### config.mk
export PLATFORM = sky130hd
export DESIGN_NAME = id_ex_stage
export DESIGN_NICKNAME = d
export VERILOG_FILES = /design/src/rtl/pipe_pkg.sv /design/src/rtl/fwd_mux.sv /design/src/rtl/id_ex_stage.sv
export SDC_FILE = /design/constraint.sdc
export NUM_CORES = 1
export LEC_CHECK = 0
export ABC_CLOCK_PERIOD_IN_PS = 2200
export BUFFER_PORTS_ARGS = -buffer_cell sky130_fd_sc_hd__clkbuf_2
export CAP_MARGIN = 30
export CELL_PAD_IN_SITES_DETAIL_PLACEMENT = 2
export CELL_PAD_IN_SITES_GLOBAL_PLACEMENT = 2
export CORE_MARGIN = 4
export CORE_UTILIZATION = 21
export CTS_CLUSTER_DIAMETER = 120
export DETAILED_ROUTE_END_ITERATION = 12
export PLACE_DENSITY = 0.86
export SLEW_MARGIN = 5
export SYNTH_ARGS = -nofsm -noshare
export SYNTH_HDL_FRONTEND = slang
export SYNTH_HIERARCHICAL = 1
export SYNTH_SLANG_ARGS = --single-unit
### constraint.sdc
create_clock -name clk -period 2.2 [get_ports clk]
set_input_delay 0.22 -clock clk [delete_from_list [all_inputs] [get_ports clk]]
set_output_delay 0.22 -clock clk [all_outputs]
set_load 0.05 [all_outputs]
### src/rtl/pipe_pkg.sv
// Shared pipeline definitions for the decode/execute boundary.
//   XLEN, CTRL_W    datapath and opaque control-bundle widths
//   CTRL_NOP        all-zero control bundle
//   id_ex_t         contents of the ID/EX pipeline register
//   ID_EX_BUBBLE    ID/EX value that carries no instruction
//   writer_hit()    does a writer (we, wn) supply source register src
package pipe_pkg;

   localparam int XLEN   = 32;
   localparam int CTRL_W = 8;

   localparam logic [CTRL_W-1:0] CTRL_NOP = '0;

   typedef struct packed {
      logic              valid;
      logic              wreg;
      logic              m2reg;
      logic [4:0]        wn;
      logic [CTRL_W-1:0] ctrl;
      logic [XLEN-1:0]   a;
      logic [XLEN-1:0]   b;
      logic [XLEN-1:0]   imm;
   } id_ex_t;

   localparam id_ex_t ID_EX_BUBBLE = '{valid: 1'b0, wreg: 1'b0, m2reg: 1'b0,
                                       wn: 5'd0, ctrl: CTRL_NOP,
                                       a: '0, b: '0, imm: '0};

   // $0 is hard-wired zero, so it never matches a writer.
   function automatic logic writer_hit(input logic       we,
                                       input logic [4:0] wn,
                                       input logic [4:0] src,
                                       input logic       used);
      return we && used && (src != 5'd0) && (wn == src);
   endfunction

endpackage

### src/rtl/fwd_mux.sv
// Per-operand bypass selector. Present only when FWD_EN is defined.
//   src_i/used_i              source register number and whether it is read
//   ex_*_i, mem_*_i, wb_*_i   the three in-flight writers, youngest first
//   q_i                       register-file read data
//   d_o                       selected operand
//   ex_hit_o                  the EX writer supplies this operand
`ifdef FWD_EN
module fwd_mux
   import pipe_pkg::*;
(
   input  logic [4:0]      src_i,
   input  logic            used_i,
   input  logic            ex_we_i,
   input  logic [4:0]      ex_wn_i,
   input  logic [XLEN-1:0] ex_alu_i,
   input  logic            mem_we_i,
   input  logic [4:0]      mem_wn_i,
   input  logic            mem_m2reg_i,
   input  logic [XLEN-1:0] mem_alu_i,
   input  logic [XLEN-1:0] mem_dout_i,
   input  logic            wb_we_i,
   input  logic [4:0]      wb_wn_i,
   input  logic [XLEN-1:0] wb_d_i,
   input  logic [XLEN-1:0] q_i,
   output logic            ex_hit_o,
   output logic [XLEN-1:0] d_o
);

   logic mem_hit;
   logic wb_hit;

   assign ex_hit_o = writer_hit(ex_we_i, ex_wn_i, src_i, used_i);
   assign mem_hit  = writer_hit(mem_we_i, mem_wn_i, src_i, used_i);
   assign wb_hit   = writer_hit(wb_we_i, wb_wn_i, src_i, used_i);

   // Youngest writer wins.
   always_comb begin
      d_o = q_i;
      if (ex_hit_o)
         d_o = ex_alu_i;
      else if (mem_hit)
         d_o = mem_m2reg_i ? mem_dout_i : mem_alu_i;
      else if (wb_hit)
         d_o = wb_d_i;
   end

endmodule
`endif

### src/rtl/id_ex_stage.sv
// Decode-to-execute operand stage: resolves RAW hazards on the two register
// sources and loads the ID/EX pipeline register.
//   clk, clrn                 clock, async active-low reset
//   rs/rt, *_used, qa/qb      sources and register-file read data
//   id_*                      decoded fields of the instruction in ID
//   ex_alu, mem_*, wb_*       results of in-flight writers
//   flush                     kill the instruction in ID
//   stall                     hold PC and IF/ID this cycle
//   e_*                       ID/EX register outputs
// Build option FWD_EN: when defined, operands are bypassed from EX/MEM/WB and
// only load-use stalls. When undefined, operands come straight from the
// register file and any pending writer of a used source stalls.
module id_ex_stage
   import pipe_pkg::*;
(
   input  logic              clk,
   input  logic              clrn,
   input  logic [4:0]        rs,
   input  logic [4:0]        rt,
   input  logic              rs_used,
   input  logic              rt_used,
   input  logic [XLEN-1:0]   qa,
   input  logic [XLEN-1:0]   qb,
   input  logic [XLEN-1:0]   id_imm,
   input  logic [CTRL_W-1:0] id_ctrl,
   input  logic [4:0]        id_wn,
   input  logic              id_wreg,
   input  logic              id_m2reg,
   input  logic              id_valid,
   input  logic [XLEN-1:0]   ex_alu,
   input  logic [4:0]        mem_wn,
   input  logic              mem_wreg,
   input  logic              mem_m2reg,
   input  logic [XLEN-1:0]   mem_alu,
   input  logic [XLEN-1:0]   mem_dout,
   input  logic [4:0]        wb_wn,
   input  logic              wb_we,
   input  logic [XLEN-1:0]   wb_d,
   input  logic              flush,
   output logic              stall,
   output logic [XLEN-1:0]   ea,
   output logic [XLEN-1:0]   eb,
   output logic [XLEN-1:0]   e_imm,
   output logic [CTRL_W-1:0] e_ctrl,
   output logic [4:0]        e_wn,
   output logic              e_wreg,
   output logic              e_m2reg,
   output logic              e_valid
);

   id_ex_t          e_q;
   id_ex_t          e_d;
   logic            ex_we;
   logic            hazard;
   logic [XLEN-1:0] op_a;
   logic [XLEN-1:0] op_b;

   assign ex_we = e_q.valid & e_q.wreg;

`ifdef FWD_EN
   logic hit_a;
   logic hit_b;

   fwd_mux u_fwd_a (
      .src_i(rs), .used_i(rs_used),
      .ex_we_i(ex_we), .ex_wn_i(e_q.wn), .ex_alu_i(ex_alu),
      .mem_we_i(mem_wreg), .mem_wn_i(mem_wn), .mem_m2reg_i(mem_m2reg),
      .mem_alu_i(mem_alu), .mem_dout_i(mem_dout),
      .wb_we_i(wb_we), .wb_wn_i(wb_wn), .wb_d_i(wb_d),
      .q_i(qa), .ex_hit_o(hit_a), .d_o(op_a)
   );

   fwd_mux u_fwd_b (
      .src_i(rt), .used_i(rt_used),
      .ex_we_i(ex_we), .ex_wn_i(e_q.wn), .ex_alu_i(ex_alu),
      .mem_we_i(mem_wreg), .mem_wn_i(mem_wn), .mem_m2reg_i(mem_m2reg),
      .mem_alu_i(mem_alu), .mem_dout_i(mem_dout),
      .wb_we_i(wb_we), .wb_wn_i(wb_wn), .wb_d_i(wb_d),
      .q_i(qb), .ex_hit_o(hit_b), .d_o(op_b)
   );

   // A load in EX has no data yet; everything else can be bypassed.
   assign hazard = e_q.m2reg & (hit_a | hit_b);
`else
   logic unused_fwd_data;

   assign op_a = qa;
   assign op_b = qb;

   // WB counts too: the register file writes on the same edge we sample.
   assign hazard = writer_hit(ex_we,    e_q.wn, rs, rs_used)
                 | writer_hit(ex_we,    e_q.wn, rt, rt_used)
                 | writer_hit(mem_wreg, mem_wn, rs, rs_used)
                 | writer_hit(mem_wreg, mem_wn, rt, rt_used)
                 | writer_hit(wb_we,    wb_wn,  rs, rs_used)
                 | writer_hit(wb_we,    wb_wn,  rt, rt_used);

   assign unused_fwd_data = ^{ex_alu, mem_alu, mem_dout, wb_d, mem_m2reg};
`endif

   // A flushed or empty slot never holds the front end; stall also drops
   // the moment reset asserts.
   assign stall = clrn & id_valid & ~flush & hazard;

   always_comb begin
      e_d = ID_EX_BUBBLE;
      if (id_valid && !flush && !hazard) begin
         e_d.valid = 1'b1;
         e_d.wreg  = id_wreg;
         e_d.m2reg = id_m2reg;
         e_d.wn    = id_wn;
         e_d.ctrl  = id_ctrl;
         e_d.a     = op_a;
         e_d.b     = op_b;
         e_d.imm   = id_imm;
      end
   end

   always_ff @(posedge clk or negedge clrn) begin
      if (!clrn)
         e_q <= ID_EX_BUBBLE;
      else
         e_q <= e_d;
   end

   assign ea      = e_q.a;
   assign eb      = e_q.b;
   assign e_imm   = e_q.imm;
   assign e_ctrl  = e_q.ctrl;
   assign e_wn    = e_q.wn;
   assign e_wreg  = e_q.wreg;
   assign e_m2reg = e_q.m2reg;
   assign e_valid = e_q.valid;

endmodule

==> results of run 1 <==
[kinds of logic after synthesis]
kind of cell / Yosys count / share of synthesized area
AND/OR/NAND/NOR: 238 / 0.296
flip-flops: 112 / 0.584
buffers and inverters: 37 / 0.0553
XOR/XNOR: 30 / 0.0548
AO/OA/AOI/OAI: 5 / 0.00939
[worst paths after layout]
kind / start / to / depth (start not counted)
worst max-delay path: e_wn[2]$_DFF_PN0_ / stall / 6
max in group asynchronous: clrn / e_m2reg$_DFF_PN0_ / 2
worst max register to register: e_wn[2]$_DFF_PN0_ / eb[24]$_DFF_PN0_ / 8
worst min register to register: e_wreg$_DFF_PN0_ / ea[5]$_DFF_PN0_ / 5
min in group clk: id_imm[10] / e_imm[10]$_DFF_PN0_ / 3
worst min-delay path: clrn / e_imm[22]$_DFF_PN0_ / 2
[layer usage]
layer  vias up  global-route usage
li1       1877                   -
met1      2008               0.153
met2       157               0.238
met3        18              0.0510
met4         2              0.0422
met5         -                   0
[sequential cells by signal, summed over array words and instances (netlist names)]
name,flops
e_ctrl,8
e_imm,32
ea,32
e_wn,5
e_wreg,1
eb,32
e_valid,1
e_m2reg,1
[area by class of cell]
cell class	count	area share
flip-flops and latches	112	0.417
clock inverters	5	0.00484
multi-input cells	273	0.263
repair buffers	268	0.229
clock buffers	10	0.0340
well taps	285	0.0530
[what timing repair did]
| action | in CTS | in global routing |
|---|---|---|
| setup buffers | 4 | 0 |
| endpoints found under the setup margin | 1 | 79 |
| pin swaps | 8 | 5 |
| gates cloned | 0 | 2 |
| gates resized for setup | 3 | 5 |
[power by group]
group	leakage [nW]	internal [W]	switching, W
combinational	2.10	0.000244	0.000614
clock	0.133	0.000768	0.000772
sequential	1.51	0.00214	0.0000296
[per-stage QoR]
stage	total power, W	TNS [ns]
floorplan	0.00272	0
global placement	0.00305	0
detailed placement	0.00307	0
global route	0.00480	-0.140
finish	0.00457	-0.00808
CTS	0.00466	-0.0989
[cell usage in the layout (no fill, tap or decap), types with 2 or more instances in the layout]
cell type / instances
nand3_1: 4
buf_6: 2
a31oi_4: 2
nor4_1: 5
clkinv_2: 3
nor3_2: 70
nor3_1: 41
dfrtp_1: 112
inv_6: 2
xnor2_1: 6
o21ai_1: 2
buf_12: 4
nand2_1: 111
clkbuf_16: 12
buf_4: 8
or4_1: 2
nand4_1: 2
clkbuf_2: 249
buf_16: 2
xor2_1: 24
==> impl_results.md, run 1 <==
* Drt drc at 0
* Slew @ Worst Pin at 0.628 ns
* CTS Sinks at 112
* Post-DR wirelength/cell at 18.7 µm
* Std cell rows at 55
* CP max stage cell: dfrtp_1
* Clk Tree Root Cell: clkbuf_16
* F_max at 0.453 GHz
* Worst-path clk slew at 0.08 ns
* Placed Instances at 932
* Synth area leaders: dfrtp_1 (58%), nor3_2 (15%), nand2_1 (8.7%), xor2_1 (4.4%), nor3_1 (4.3%)
* Final Max Slew Viols at 0
* Fin cells at 953
* Clk_skew at 0.0109 ns
* Metal2 WL at 8950 µm
* Clock buffer depth at 2
* Yosys top cell by area: dfrtp_1
* Count leader, synth: dfrtp_1
* Initial DRC Count at 86
* Gr ovfl total at 0
* Worst Setup Path Type: reg -> out
* Endpoints failing setup at 1
* Tmin final at 2.21 ns
* Final core utilization at 0.298
* Fraction of layout cells with a size suffix above 1 at 0.534
* Largest net degree at the start of global routing at 113
* Vias at 4062
* Final GP Congestion at 0.737
* Core Region at 22600 µm²
* Die Footprint at 25300 µm²
* Nets at 932
* Routed WL at 17800 µm
* Ant diodes at 0
* Initial core utilization at 0.213
* Gr usage total at 0.135
* Count of cell types in the netlist at 19
* EDFF count, synth at 0
* Initial antenna violation count at 1
* Post-synthesis register bit count at 112
* Required time worst endpoint at 1.98 ns
* Inserted Clock Buffers at 9
* Port bufs at 251
* Fill cell count at 2535
* Die span in y at 159 µm
* Area grow syn2layout at 40.2%
* Fin worst setup slack at -0.00808 ns
* Async set-reset flop share out of synthesis at 1.00
* Synth top area share at 0.584
* Post-route cell area at 6730 µm²
* Cell Area, Placed at 6340 µm²
* Hold Crit Class: in -> async
* Top cells by count, synth: dfrtp_1 (112), nand2_1 (111), nor3_2 (70)
* Max Used Layer: met5
* Post-synthesis sequential area ratio at 0.584
* R2R Setup Slk at 0.15 ns
* Sequential Area at 2800 µm²
* Post-synth top flop: dfrtp_1
* Failing checks: setup timing
* Mean post-synth cell area at 11.4 µm²
* First-pass GRT wire length at 27100 µm
* Worst-path cell chain: xor2_1 -> nor4_1 -> nand4_1 -> a31oi_4 -> o211a_4 -> clkbuf_16
* Detailed Place HPWL at 12700 µm
* Final Cycle Share at 1.00
* Max incr delay on CP at 0.42 ns
* Vias in the first global route at 4697
* WHS at 0.0327 ns
* Cell family with most CP delay: simple AND/OR/NAND/NOR gates
* Critical path capture point type: primary output
* Max FO, Critical Path at 3
* Detailed-router iteration count before antenna repair at 4
* Max VDD drop at 267 µV
* Mapped cell area at 4800 µm²
* DRT antenna net count at 0
* Crit path launch type: flip-flop
* Fin. Hold Viols at 0
* Slew margin rel. at 0.581
* Post-synthesis cell count at 422
* P_leak at 3.74 nW
* Metal-1 WL at 7130 µm
* Pre-CTS setup slack at 0.0862 ns
* Crit path buf inv count at 1
* Drt via density at 4.26
* Status: complete, but fails checks
* Synth Net Count at 690
* Hold buffers post-CTS at 0
* Met3 routed WL at 1410 µm
* RSZ-0062 raised after global routing: yes
* Worst-Skew Late Latency at 0.34 ns
* Worst EP arrival at 1.99 ns
* Max H-tree Level at 3
* Area occupied by multi-input gates at 1770 µm²
* Die W at 159 µm
* Yosys warning total at 6
* P per Cell Area at 679 nW/µm²
* CTS tree: yes
* Ports at 381
* Max_cap viols at 0
No activity file was read; power rests on OpenSTA's default activity.
==> run 2, diff against run 1 <==
Settings changed: ABC_CLOCK_PERIOD_IN_PS 2200 to unset, BUFFER_PORTS_ARGS -buffer_cell sky130_fd_sc_hd__clkbuf_2 to -buffer_cell sky130_fd_sc_hd__buf_2.
==> run 2 against run 1 <==
- the run still ends with setup timing left
- critical endpoint unchanged
- largest cell class unchanged
- worst hold slack lost 0.029 ns
- count of clock-buffer cells in the layout up 1
- core utilization grew 0.37 points
- via count rose by 0.84%
- sequential power about the same
- global-route usage is 0.25 points lower
- combinational power barely moved
- critical path depth stayed put
==> impl_results.md, run 2 (synthesis gave the netlist of run 1 again) <==
* Worst Setup EP: stall
* Final GP Congestion at 0.761 (+3.3%)
* CP max stage cell: dfrtp_1
* P_leak at 3.82 nW (+2.2%)
* Largest net degree at the start of global routing at 113 (unchanged)
* Initial antenna violation count at 4 (+3)
* Final core utilization at 0.302 (+0.00366)
* Gr usage total at 0.133 (-0.00247)
* FF-to-FF End: e_imm[23]$_DFF_PN0_
* CTS Sinks at 112 (unchanged)
* First-pass GRT wire length at 26600 µm (-1.8%)
* R2R Setup Slk at 0.07 ns (-0.08 ns)
* FF-to-FF Start: e_wn[1]$_DFF_PN0_
* Port bufs at 251 (unchanged)
* Vias at 4096 (+0.84%)
* Ports at 381 (unchanged)
* Clock power share at 0.377 (+0.040)
* Max VDD drop at 269 µV (+1.0%)
* Most common cell after layout, fill and taps aside: buf_2
* Max incr delay on CP at 0.40 ns (-0.02 ns)
* Worst-path cell chain: xor2_1 -> nor4_1 -> nand4_1 -> a31oi_4 -> o211a_4 -> buf_8
* Std cell rows at 55 (unchanged)
* Die W at 159 µm (unchanged)
* Worst Setup Path Type: reg -> out
* Drt drc at 0 (unchanged)
* Fin worst setup slack at -0.0723 ns (-0.0642 ns)
* Commonest cells after routing, fill and taps aside: buf_2 (249), dfrtp_1 (112), nand2_1 (111), nor3_2 (70), nor3_1 (41)
* Max FO, Critical Path at 2 (-1)
* Total power at 0.00486 W (+6.5%)
* Detailed-router iteration count before antenna repair at 4 (unchanged)
* Critical path origin: e_wn[1]$_DFF_PN0_
* Clock buffer depth at 2 (unchanged)
* Clk_skew at 0.00867 ns (-0.00226 ns)
* Post-DR wirelength/cell at 18.1 µm (-3.0%)
* Failing checks: setup timing
* Max_cap viols at 0 (unchanged)
* Register-to-Register Path Depth at 8 (unchanged)
* Initial core utilization at 0.213 (unchanged)
* Endpoints failing setup at 1 (unchanged)
* Critical path capture point type: primary output
* Hold Crit Class: in -> async
* Tmin final at 2.27 ns (+0.0642 ns)
* Worst EP arrival at 2.05 ns (+0.06 ns)
* Routed WL at 17400 µm (-2.2%)
* Gr ovfl total at 0 (unchanged)
* DRT antenna net count at 0 (unchanged)
* CTS tree: yes
* P per Cell Area at 714 nW/µm² (+5.2%)
* Fraction of layout cells with a size suffix above 1 at 0.536 (+0.00197)
* Required time worst endpoint at 1.98 ns (about the same)
* Initial DRC Count at 141 (+64%)
* Seq pwr share at 0.446 (-0.029)
* Core Region at 22600 µm² (unchanged)
* Slew margin rel. at 0.582 (+0.00104)
* Fin. Hold Viols at 0 (unchanged)
* Pint at 0.00343 W (+8.8%)
* Die Footprint at 25300 µm² (unchanged)
* Slew @ Worst Pin at 0.627 ns (-0.00157 ns)
* Net Switching at 0.00143 W (+1.3%)
* Nets at 936 (+0.43%)
* RSZ-0062 raised after global routing: yes
* Switching Share at 0.295 (-0.0150)
* Inserted Clock Buffers at 9 (unchanged)
* Detailed Place HPWL at 12600 µm (-1.2%)
* Worst-path clk slew at 0.08 ns (about the same)
* Status: complete, but fails checks
* Die span in y at 159 µm (unchanged)
* F_max at 0.440 GHz (-2.8%)
* Logic pwr share at 0.177 (-0.011)
* Max H-tree Level at 3 (unchanged)
* Clk Tree Root Cell: clkbuf_16
* Vias in the first global route at 4593 (-2.2%)
* Final Cycle Share at 1.03 (+0.0292)
* Final Max Slew Viols at 0 (unchanged)
* Crit path launch type: flip-flop
* Drt via density at 4.27 (+0.10%)
* Worst-Skew Late Latency at 0.35 ns (about the same)
* Area grow syn2layout at 42.0%
* WHS at 0.00401 ns (-0.0287 ns)
run 2: cell count changes in the layout (fill, tap and decap cells not counted), moves of 2 or more:
cell       before  now
diode_2         0    2
buf_4           8   11
clkinv_2        3    0
clkbuf_2      249    0
buf_12          4    7
buf_16          2    0
bufinv_16       0    2
buf_2           0  249
run 2: timing repair:
item,4_1_cts,5_1_grt
pin swaps,7,5
endpoints found under the setup margin,1,66
resized for setup,3,2
hold buffers,0,0
endpoints found under the hold margin,0,0
cloned,0,2
setup buffers,3,1
run 2: routing by layer:
layer / global-route usage / routed length, µm / vias to the layer above
met2: 0.219 / 8530 / 167
met5: 0 / 47 / -
li1: - / - / 1878
met4: 0.0529 / 425 / 6
met3: 0.0484 / 1340 / 27
met1: 0.158 / 7060 / 2018
run 2: power by group through the flow:
stage,sequential (W),clock [W],combinational (W)
after floorplan,0.00252,0,0.000195
after global placement,0.00221,0,0.000843
after detailed placement,0.00221,0,0.000866
after CTS,0.00217,0.00191,0.000872
after global routing,0.00218,0.00201,0.000928
final,0.00217,0.00184,0.000861
run 2: critical path: cells and delay by family (launching register included):
| family | cells | cell delay (ns) |
|---|---|---|
| AO/OA/AOI/OAI | 2 | 0.45 |
| XOR/XNOR | 1 | 0.15 |
| buffers and inverters | 1 | 0.14 |
| flip-flops | 1 | 0.40 |
| AND/OR/NAND/NOR | 2 | 0.57 |
run 2: worst min path at each step:
stage | start | to | slack (ns) | cells after the start
2_1_floorplan | clrn | e_ctrl[0]$_DFF_PN0_ | -0.08 | 0
3_3_place_gp | clrn | eb[26]$_DFF_PN0_ | 0.43 | 2
3_5_place_dp | clrn | eb[21]$_DFF_PN0_ | 0.44 | 2
4_1_cts | clrn | eb[28]$_DFF_PN0_ | 0.05 | 2
5_1_grt | clrn | eb[26]$_DFF_PN0_ | 0.05 | 2
6_report | clrn | ea[1]$_DFF_PN0_ | 0.004 | 2
run 2: per-stage QoR:
step	setup WS (ns)	std cells	TNS, ns	instance area [µm²]
after floorplan	0.0792	422	0	4800
after global placement	0.141	936	0	6380
after detailed placement	0.0365	936	0	6380
after CTS	-0.129	955	-0.129	6740
after global routing	-0.167	959	-0.555	6810
final	-0.0723	960	-0.0723	6810
run 2: layout make-up:
class / count / area (µm²)
Clock buffer: 11 / 243
Timing Repair Buffer: 272 / 1560
Sequential cell: 112 / 2800
Fill cell: 2534 / 15800
Multi-Input combinational cell: 273 / 1760
Clock inverter: 5 / 85.1
Antenna cell: 2 / 5.00
Tap cell: 285 / 357
